--- config.mk ---
export PLATFORM = sky130hd
export DESIGN_NAME = plate_sequencer_mp
export DESIGN_NICKNAME = d
export VERILOG_FILES = /design/src/rtl/plate_sequencer_mp.sv
export SDC_FILE = /design/constraint.sdc
export NUM_CORES = 1
export LEC_CHECK = 0
export ABC_AREA = 1
export CAP_MARGIN = 15
export CORE_MARGIN = 8
export CORE_UTILIZATION = 53
export CTS_BUF_LIST = sky130_fd_sc_hd__clkbuf_4 sky130_fd_sc_hd__clkbuf_8 sky130_fd_sc_hd__clkbuf_16
export DETAILED_ROUTE_END_ITERATION = 10
export HOLD_SLACK_MARGIN = 0.12
export PLACE_DENSITY = 0.9
export SYNTH_ARGS = -nofsm -noshare
export SYNTH_HDL_FRONTEND = slang
export SYNTH_SLANG_ARGS = --single-unit
--- constraint.sdc ---
create_clock -name clk_i -period 2.91 [get_ports clk_i]
set_input_delay 0.582 -clock clk_i [delete_from_list [all_inputs] [get_ports clk_i]]
set_output_delay 0.582 -clock clk_i [all_outputs]
set_load 0.05 [all_outputs]
--- src/rtl/plate_sequencer_mp.sv ---
// Multi-player plate sequencer: round-robin opcode arbitration, decode and
// dispatch to shared executors, per-player lose/score tracking, garbage routing.
//
// Ports:
//   clk_i, reset_i          clock, async active-high reset
//   opcode_i/opcode_v_i     per-player packed opcodes and valids
//   ready_o                 one-hot accept (IDLE only)
//   cm_empty_i              per-player tile memory empty
//   exe_op_o/exe_player_o   dispatched opcode and owner
//   exe_v_o/exe_done_i      executor start (held in EXEC) / completion pulse
//   lines_i/lines_v_i       line-elimination result (eCheck only)
//   stuck_i                 tile stuck outside game area (LOSTCHK)
//   lose_o/all_lost_o       sticky per-player lose, all-lost
//   score_o                 packed per-player saturating scores
//   garbage_o/_tgt_o/_v_o   garbage lines, target player, one-cycle pulse
//   timeout_o               sticky watchdog error
//   done_o/yumi_i           opcode finished / consumer ack

package plate_pkg;
  localparam int op_w = 4;
  typedef enum logic [op_w-1:0] {
    eNop       = 4'd0,
    eNew       = 4'd1,
    eMoveLeft  = 4'd2,
    eMoveRight = 4'd3,
    eMoveDown  = 4'd4,
    eRotate    = 4'd5,
    eCommit    = 4'd6,
    eCheck     = 4'd7
  } opcode_e;
endpackage

module plate_sequencer_mp
  import plate_pkg::*;
#(
  parameter int players_p     = 2,
  parameter int score_width_p = 16,
  parameter int timeout_p     = 255,
  localparam int pw = (players_p > 1) ? $clog2(players_p) : 1
) (
  input  logic                               clk_i,
  input  logic                               reset_i,
  input  logic [players_p*op_w-1:0]          opcode_i,
  input  logic [players_p-1:0]               opcode_v_i,
  output logic [players_p-1:0]               ready_o,
  input  logic [players_p-1:0]               cm_empty_i,
  output logic [op_w-1:0]                    exe_op_o,
  output logic [pw-1:0]                      exe_player_o,
  output logic                               exe_v_o,
  input  logic                               exe_done_i,
  input  logic [2:0]                         lines_i,
  input  logic                               lines_v_i,
  input  logic                               stuck_i,
  output logic [players_p-1:0]               lose_o,
  output logic                               all_lost_o,
  output logic [players_p*score_width_p-1:0] score_o,
  output logic [2:0]                         garbage_o,
  output logic [pw-1:0]                      garbage_tgt_o,
  output logic                               garbage_v_o,
  output logic                               timeout_o,
  output logic                               done_o,
  input  logic                               yumi_i
);

  typedef logic [pw-1:0] idx_t;
  localparam int cnt_w = $clog2(timeout_p + 1);
  localparam int sw1   = score_width_p + 1;

  typedef enum logic [2:0] {
    S_IDLE,
    S_DECODE,
    S_EXEC,
    S_NOP,
    S_LOSTCHK,
    S_DONE
  } state_e;

  state_e                   state_q;
  idx_t                     rr_q;
  idx_t                     cur_q;
  logic [op_w-1:0]          op_q;
  logic [cnt_w-1:0]         cnt_q;
  logic [score_width_p-1:0] score_q [players_p];

  logic            gnt_found;
  idx_t            gnt_idx;
  logic [op_w-1:0] gnt_op;
  idx_t            c_g;

  // Round-robin search starting just after the last granted player.
  always_comb begin
    gnt_found = 1'b0;
    gnt_idx   = '0;
    gnt_op    = '0;
    c_g       = '0;
    for (int k = 1; k <= players_p; k++) begin
      c_g = idx_t'((int'(rr_q) + k) % players_p);
      if (!gnt_found && opcode_v_i[c_g] && !lose_o[c_g]) begin
        gnt_found = 1'b1;
        gnt_idx   = c_g;
        gnt_op    = opcode_i[int'(c_g)*op_w +: op_w];
      end
    end
  end

  always_comb begin
    ready_o = '0;
    for (int p = 0; p < players_p; p++) begin
      ready_o[p] = !reset_i && (state_q == S_IDLE) &&
                   gnt_found && (gnt_idx == idx_t'(p));
    end
  end

  // Next live player after the current one receives garbage.
  logic tgt_found;
  idx_t tgt_idx;
  idx_t c_t;

  always_comb begin
    tgt_found = 1'b0;
    tgt_idx   = '0;
    c_t       = '0;
    for (int k = 1; k < players_p; k++) begin
      c_t = idx_t'((int'(cur_q) + k) % players_p);
      if (!tgt_found && !lose_o[c_t]) begin
        tgt_found = 1'b1;
        tgt_idx   = c_t;
      end
    end
  end

  logic            dec_exec;
  logic [2:0]      lines_c;
  logic [3:0]      pts;
  logic [sw1-1:0]  sum;
  logic [score_width_p-1:0] new_score;
  logic            at_limit;
  logic            score_hit;

  always_comb begin
    unique case (op_q)
      eNew, eCheck:
        dec_exec = 1'b1;
      eMoveLeft, eMoveRight, eMoveDown, eRotate, eCommit:
        dec_exec = !cm_empty_i[cur_q];
      default:
        dec_exec = 1'b0;
    endcase
  end

  assign lines_c = (lines_i > 3'd4) ? 3'd4 : lines_i;

  always_comb begin
    unique case (lines_c)
      3'd1:    pts = 4'd1;
      3'd2:    pts = 4'd3;
      3'd3:    pts = 4'd5;
      3'd4:    pts = 4'd8;
      default: pts = 4'd0;
    endcase
  end

  assign sum       = {1'b0, score_q[cur_q]} + sw1'(pts);
  assign new_score = sum[score_width_p] ? '1 : sum[score_width_p-1:0];
  assign at_limit  = (cnt_q == cnt_w'(timeout_p - 1));

  // A result arriving on the watchdog cycle is dropped with the opcode.
  assign score_hit = (state_q == S_EXEC) && lines_v_i &&
                     (op_q == eCheck) && (exe_done_i || !at_limit);

  always_ff @(posedge clk_i or posedge reset_i) begin
    if (reset_i) begin
      state_q       <= S_IDLE;
      rr_q          <= idx_t'(players_p - 1);
      cur_q         <= '0;
      op_q          <= '0;
      cnt_q         <= '0;
      exe_v_o       <= 1'b0;
      done_o        <= 1'b0;
      timeout_o     <= 1'b0;
      lose_o        <= '0;
      garbage_o     <= '0;
      garbage_tgt_o <= '0;
      garbage_v_o   <= 1'b0;
      for (int p = 0; p < players_p; p++) begin
        score_q[p] <= '0;
      end
    end else begin
      garbage_v_o <= 1'b0;
      unique case (state_q)
        S_IDLE: begin
          if (gnt_found) begin
            op_q    <= gnt_op;
            cur_q   <= gnt_idx;
            rr_q    <= gnt_idx;
            state_q <= S_DECODE;
          end
        end
        S_DECODE: begin
          if (dec_exec) begin
            exe_v_o <= 1'b1;
            cnt_q   <= '0;
            state_q <= S_EXEC;
          end else begin
            state_q <= S_NOP;
          end
        end
        S_EXEC: begin
          if (score_hit) begin
            score_q[cur_q] <= new_score;
            if (lines_c >= 3'd2 && tgt_found) begin
              garbage_v_o   <= 1'b1;
              garbage_o     <= lines_c - 3'd1;
              garbage_tgt_o <= tgt_idx;
            end
          end
          if (exe_done_i) begin
            exe_v_o <= 1'b0;
            if (op_q == eMoveDown) begin
              state_q <= S_LOSTCHK;
            end else begin
              done_o  <= 1'b1;
              state_q <= S_DONE;
            end
          end else if (at_limit) begin
            exe_v_o   <= 1'b0;
            timeout_o <= 1'b1;
            done_o    <= 1'b1;
            state_q   <= S_DONE;
          end else begin
            cnt_q <= cnt_q + 1'b1;
          end
        end
        S_LOSTCHK: begin
          lose_o[cur_q] <= stuck_i;
          done_o        <= 1'b1;
          state_q       <= S_DONE;
        end
        S_NOP: begin
          done_o  <= 1'b1;
          state_q <= S_DONE;
        end
        S_DONE: begin
          if (yumi_i) begin
            done_o  <= 1'b0;
            state_q <= S_IDLE;
          end
        end
        default: state_q <= S_IDLE;
      endcase
    end
  end

  assign exe_op_o     = op_q;
  assign exe_player_o = cur_q;
  assign all_lost_o   = &lose_o;

  always_comb begin
    score_o = '0;
    for (int p = 0; p < players_p; p++) begin
      score_o[p*score_width_p +: score_width_p] = score_q[p];
    end
  end

endmodule

[Word level (Yosys, flattened, before mapping)]
Index checks and enable logic that the tools add are counted.
W data, S select, Z words.
Word-level totals
  register bits after elaboration: 59
  input port bits: 21
  output and inout port bits: 50
  logic and storage cells: 149
Operators by class
  $add $sub $neg: 6
  $lt $le $gt $ge: 9
  equal/unequal tests: 24
  shifts and indexed selects: 2
  muxes and demuxes: 56
  bitwise operators: 3
  reductions and logical operators: 35
Operator list (count)
  $mux W16: 5
  $bwmux W32: 1
  $mux W1: 31
  $mux W8: 3
  $add A16 B4 Y17: 1
  $demux W16 S1: 1
  $eq A4 B3 Y1 const B: 4
  $pmux W4 S4: 1
  $pmux W8 S2: 1
  $shiftx A8 B4 Y4: 2
  $mux W3: 5
  $pmux W3 S5: 1
  $logic_and A1 B1 Y1: 13
  $eq A3 B2 Y1 const B: 4
  $reduce_and A3 Y1: 4
  $ne A2 B2 Y1 const B: 5
  $eq A3 B3 Y1 const B: 3
  $add A8 B1 Y8 const B: 1
  $eq A4 B2 Y1 const B: 2
  $eq A8 B8 Y1 const B: 1
  $lt A1 B2 Y1 const B: 4
  $mux W4: 2
  $reduce_and A4 Y1: 2
  $eq A3 B1 Y1 const B: 2
  23 further kinds: 36

[Depth between registers and ports, before layout]
  word-level depth: 12
  gate-level depth with buffers: 18
  depth with buffers taken out: 17

[Least setup slack after synthesis]
Ideal clock, no wire load.
  kind: input to output
  start: input reset_i
  end: output ready_o[0]
  data arrival time: 2.750 ns
  data required time: 2.328 ns
  setup slack: -0.422 ns
  cell stages on the path: 3
  path buffers: 0
  cells stage by stage: inv_1 > nand2_1 > a21oi_1
On the way
  longest elaborated chain between the ends: 4
Ends and longest elaborated chain
  from (decl): line 42  | input logic reset_i,
  $logic_not A1 Y1 (no source line)
  $logic_and A1 B1 Y1 (2 in series): line 109  | ready_o[p] = !reset_i && (state_q == S_IDLE) &&
  $logic_and A1 B1 Y1: line 110  | gnt_found && (gnt_idx == idx_t'(p));
  to (decl): line 45  | output logic [players_p-1:0] ready_o,
Every way passes these cells.

[Final worst setup path]
  start: input lines_i[1]
  end: register score_q, in the netlist score_o[22]
On the way
  longest elaborated chain between the ends: 7
  elaborated cells between the ends (all ways): 10
  those cells by class: add/sub (1); order compare (1); eq/ne (4); mux (4)
Ends and longest elaborated chain
  from (decl): line 51  | input logic [2:0] lines_i,
  $gt A3 B3 Y1: line 151  | assign lines_c = (lines_i > 3'd4) ? 3'd4 : lines_i;
  $mux W3 *: line 151
  $eq A3 B3 Y1 (tied with other cells): line 154  | unique case (lines_c)
  $pmux W4 S4 *: line 154
  $add A16 B4 Y17 *: line 163  | assign sum = {1'b0, score_q[cur_q]} + sw1'(pts);
  $mux W16 *: line 164  | assign new_score = sum[score_width_p] ? '1 : sum[score_width_p-1:0];
  $bwmux W32 *: line 210  | score_q[cur_q] <= new_score;
  to (signal, indexed assignment): line 210
  to (decl): line 83  | logic [score_width_p-1:0] score_q [players_p];
Every way passes the cells marked *; elsewhere a longest branch is shown, timed or not.
A chain may end at the register's enable or synchronous reset.

==> results.json <==
{
  "status": "completed",
  "cts.sinks": 59,
  "worst_slack_ps": 117,
  "rows": 31,
  "grt_pass1_vias": 4107,
  "regArea_um2": 1480,
  "async_reset_ff_frac": 1.00,
  "finClkSkew_ps": 12.7,
  "synth-seq-cells": 59,
  "htreeDepth": 3,
  "grt_use_total": 0.219,
  "final_cells": 743,
  "clk_latency_ps": 360,
  "dr.first_iter.drc_count": 234,
  "ioPinCount": 71,
  "syn_to_final_growth_pct": 31.1,
  "core-area_um2": 7210,
  "reg2reg_depth": 12,
  "via_count": 3903,
  "crit_family": "simple AND/OR/NAND/NOR gates",
  "nNetsFinal": 672,
  "cp_slowest_stage_delay_ps": 400,
  "hold_buffers": 0,
  "tritoncts": "built",
  "slew-limit-headroom": 0.516,
  "ys_seq_area_frac": 0.378,
  "die_area_um2": 10400,
  "yosys_warnings": 0,
  "finalPower_mw": 5.02,
  "worst-path-stages": 18,
  "critical_path_arrival_ps": 3030,
  "p_sw_frac": 0.503,
  "drive_gt1_frac": 0.169,
  "cp-start-kind": "primary input",
  "wl_mm": 10.7,
  "syn_nets": 582,
  "p_comb_frac": 0.577,
  "path_class": "primary input to flop",
  "fill_cells": 563,
  "clk_pin_slew_ps": 70,
  "max_cap_violations": 0,
  "switchingPower_mw": 2.52,
  "tightest_slew_ps": 726,
  "grt_pass1_wl_mm": 18.2,
  "cp_slowest_cell": "fa_2",
  "p_leak_nw": 2.54,
  "rsz0062_at_grt": "false",
  "setup_viol_count_final": 0,
  "place_inst": 723,
  "grt_max_degree": 60,
  "p_seq_frac": 0.255,
  "ir_worst_vdd_mv": 0.741,
  "initial_utilization": 0.542,
  "yosys-top-cells-area": "dfrtp_1 (37%), nand2_1 (19%), inv_1 (7.0%)",
  "cts-root-buf": "clkbuf_8",
  "maxSlewViolCount": 0,
  "die_y_um": 102,
  "intPower_mw": 2.50,
  "place_congestion": 0.894,
  "synth_top_area_share": 0.371,
  "utilization": 0.710,
  "antenna_found_initial": 0,
  "cp_common_cell": "nand3_4",
  "dieWidth_um": 102,
  "hold_viol": 0,
  "syn_avg_cell_area_um2": 7.12,
  "ant_nets": 0,
  "portBuffers": 70,
  "fin_hold_ws_ps": 480,
  "synth_cell_types": 36,
  "worstHoldPathCells": 2,
  "multiInputGateArea_um2": 2140,
  "fin_crit_sh": 0.960,
  "end_kind": "flop",
  "synth_edf_count": 0,
  "timing.critical_path.cells": "dlygate4sd2_1 > o21a_2 > nor2_4 > inv_2 > ha_1 > nor2_1 > a21oi_2 > ha_2 > fa_2 > nand3_2 > nand3_4 > nand2_4 > nor2_4 > nand3_4 > buf_12 > nand3_4 > nand2_2 > o21ai_2",
  "clockBufferDepth": 2,
  "cp_max_fo": 7,
  "hold_path_class": "flop to flop",
  "post_drt_via_cell_ratio": 5.25,
  "yosysTopAreaCell": "dfrtp_1",
  "synth_area_um2": 3910,
  "numCtsBuffers": 9,
  "powerDensity_nw_per_um2": 980,
  "post-place-ws_ps": -584,
  "syn_inst": 549,
  "dp_hpwl_mm": 7.80,
  "gr-total-overflow": 0,
  "firstDrtPassIters": 6,
  "p_clk_frac": 0.168,
  "required_ps": 3150,
  "n_antenna_cell": 0,
  "drc_errors": 0,
  "ys.flop_type": "dfrtp_1",
  "min_period_ps": 2790,
  "post_drt_wl_per_cell_um": 14.4,
  "worst-path-buf-inv": 3,
  "fmax_mhz": 358
}
state kept, by name, indices dropped and copies added (netlist names), 2 cells and up:
register,cells
state_q,3
garbage_o,3
exe_op_o,4
lose_o,2
cnt_q,8
score_o,32
power groups by stage:
stage,combinational (mW),clock [mW],sequential [mW]
after global routing,3.15,0.883,1.31
after global placement,2.66,0,1.28
after detailed placement,2.73,0,1.29
after floorplan,1.40,0,1.86
after CTS,2.81,0.847,1.28
final,2.89,0.846,1.28
area by class of cell:
| cell class | count | area share |
|---|---|---|
| Tap cell | 99 | 0.0242 |
| Timing Repair Buffer | 93 | 0.171 |
| Multi-Input combinational cell | 400 | 0.417 |
| Clock inverter | 7 | 0.0181 |
| Clock buffer | 9 | 0.0242 |
| Inverter | 76 | 0.0564 |
| Sequential cell | 59 | 0.288 |
cells by family (layout without fill, tap and decap cells):
group,count (synthesis),after routing,share of synthesized area
flops,59,59,0.378
fa+ha+maj,12,12,0.0403
buf+inv,90,185,0.103
xor+xnor,8,8,0.0179
compound gates,70,70,0.108
simple gates,310,310,0.352
worst paths after layout:
kind | startpoint | end | slack (ps)
max | lines_i[1] | score_o[22]$_DFFE_PP0P_ | 120
min reg2reg | garbage_tgt_o$_DFFE_PP0P_ | garbage_tgt_o$_DFFE_PP0P_ | 480
min in group asynchronous | reset_i | garbage_o[0]$_DFFE_PP0P_ | 860
max reg2reg | exe_player_o$_DFFE_PP0P_ | score_o[22]$_DFFE_PP0P_ | 630
min | garbage_tgt_o$_DFFE_PP0P_ | garbage_tgt_o$_DFFE_PP0P_ | 480
max in group asynchronous | reset_i | score_o[23]$_DFFE_PP0P_ | 1570
cells in the mapped netlist (2+ instances only):
cell type and count:
nor2_1 41, inv_2 3, o21ai_1 7, o21ai_2 15
a21oi_1 5, nand2_1 200, nand2_2 9, inv_1 73
o21bai_1 2, nor2_2 4, nand3_1 31, ha_1 11
dfrtp_1 58, clkbuf_1 3, nor3_1 2, buf_2 2
buf_6 8, nand4_1 5, nand3_2 8, xnor2_1 3
xor2_1 5, nor2_4 3, o21ai_0 34, a31oi_1 5
repair_timing:
| action | CTS | global route |
|---|---|---|
| setup endpoints to repair | 32 | 32 |
| pin swaps | 6 | 7 |
| buffers inserted | 2 | 2 |
| resized for setup | 17 | 9 |
worst reg2reg max path: stages (launching register included):
cell	delay, ps
dfrtp_1	400
buf_4	200
o21ai_0	330
fa_2	300
nand3_2	90
nand3_4	100
nand2_4	80
buf_4	140
buf_4	130
o21ai_4	160
nand3_4	110
nand2_2	80
o21ai_2	40
cells in the final DEF (no fill, tap or decap), types with 2 or more instances in the layout:
| cell | count |
|---|---|
| nand2_1 | 195 |
| inv_1 | 70 |
| clkdlybuf4s50_1 | 64 |
| dfrtp_1 | 58 |
| nor2_1 | 38 |
| o21ai_0 | 33 |
| nand3_1 | 29 |
| buf_4 | 25 |
| o21ai_2 | 15 |
| nand2_2 | 13 |
| ha_1 | 9 |
| clkbuf_8 | 9 |
| nand3_2 | 7 |
| nor2_4 | 7 |
| o21ai_1 | 7 |
| inv_2 | 5 |
| a31oi_1 | 5 |
| xor2_1 | 5 |
| nand4_1 | 5 |
| a21oi_1 | 4 |
| clkinvlp_4 | 4 |
| nand3_4 | 3 |
| nor2_2 | 3 |
| xnor2_1 | 3 |
| o21bai_1 | 2 |
| nand2_4 | 2 |
| nor3_1 | 2 |
| bufinv_16 | 2 |
| clkinv_2 | 2 |
| dlygate4sd2_1 | 2 |
layer usage:
metal,global-route usage,routed length (um),up-vias
met3,0.0538,764,32
met2,0.382,5320,159
met5,0,0,-
li1,-,-,1896
met4,0.129,340,0
met1,0.237,4250,1816
metrics by stage:
step / TNS, ps / area [um2]
2_1_floorplan: 0 / 3930
3_3_place_gp: -12210 / 4780
3_5_place_dp: -16980 / 4780
4_1_cts: 0 / 5060
5_1_grt: 0 / 5120
6_report: 0 / 5120
Note: power is estimated with default switching activity, not from simulation.
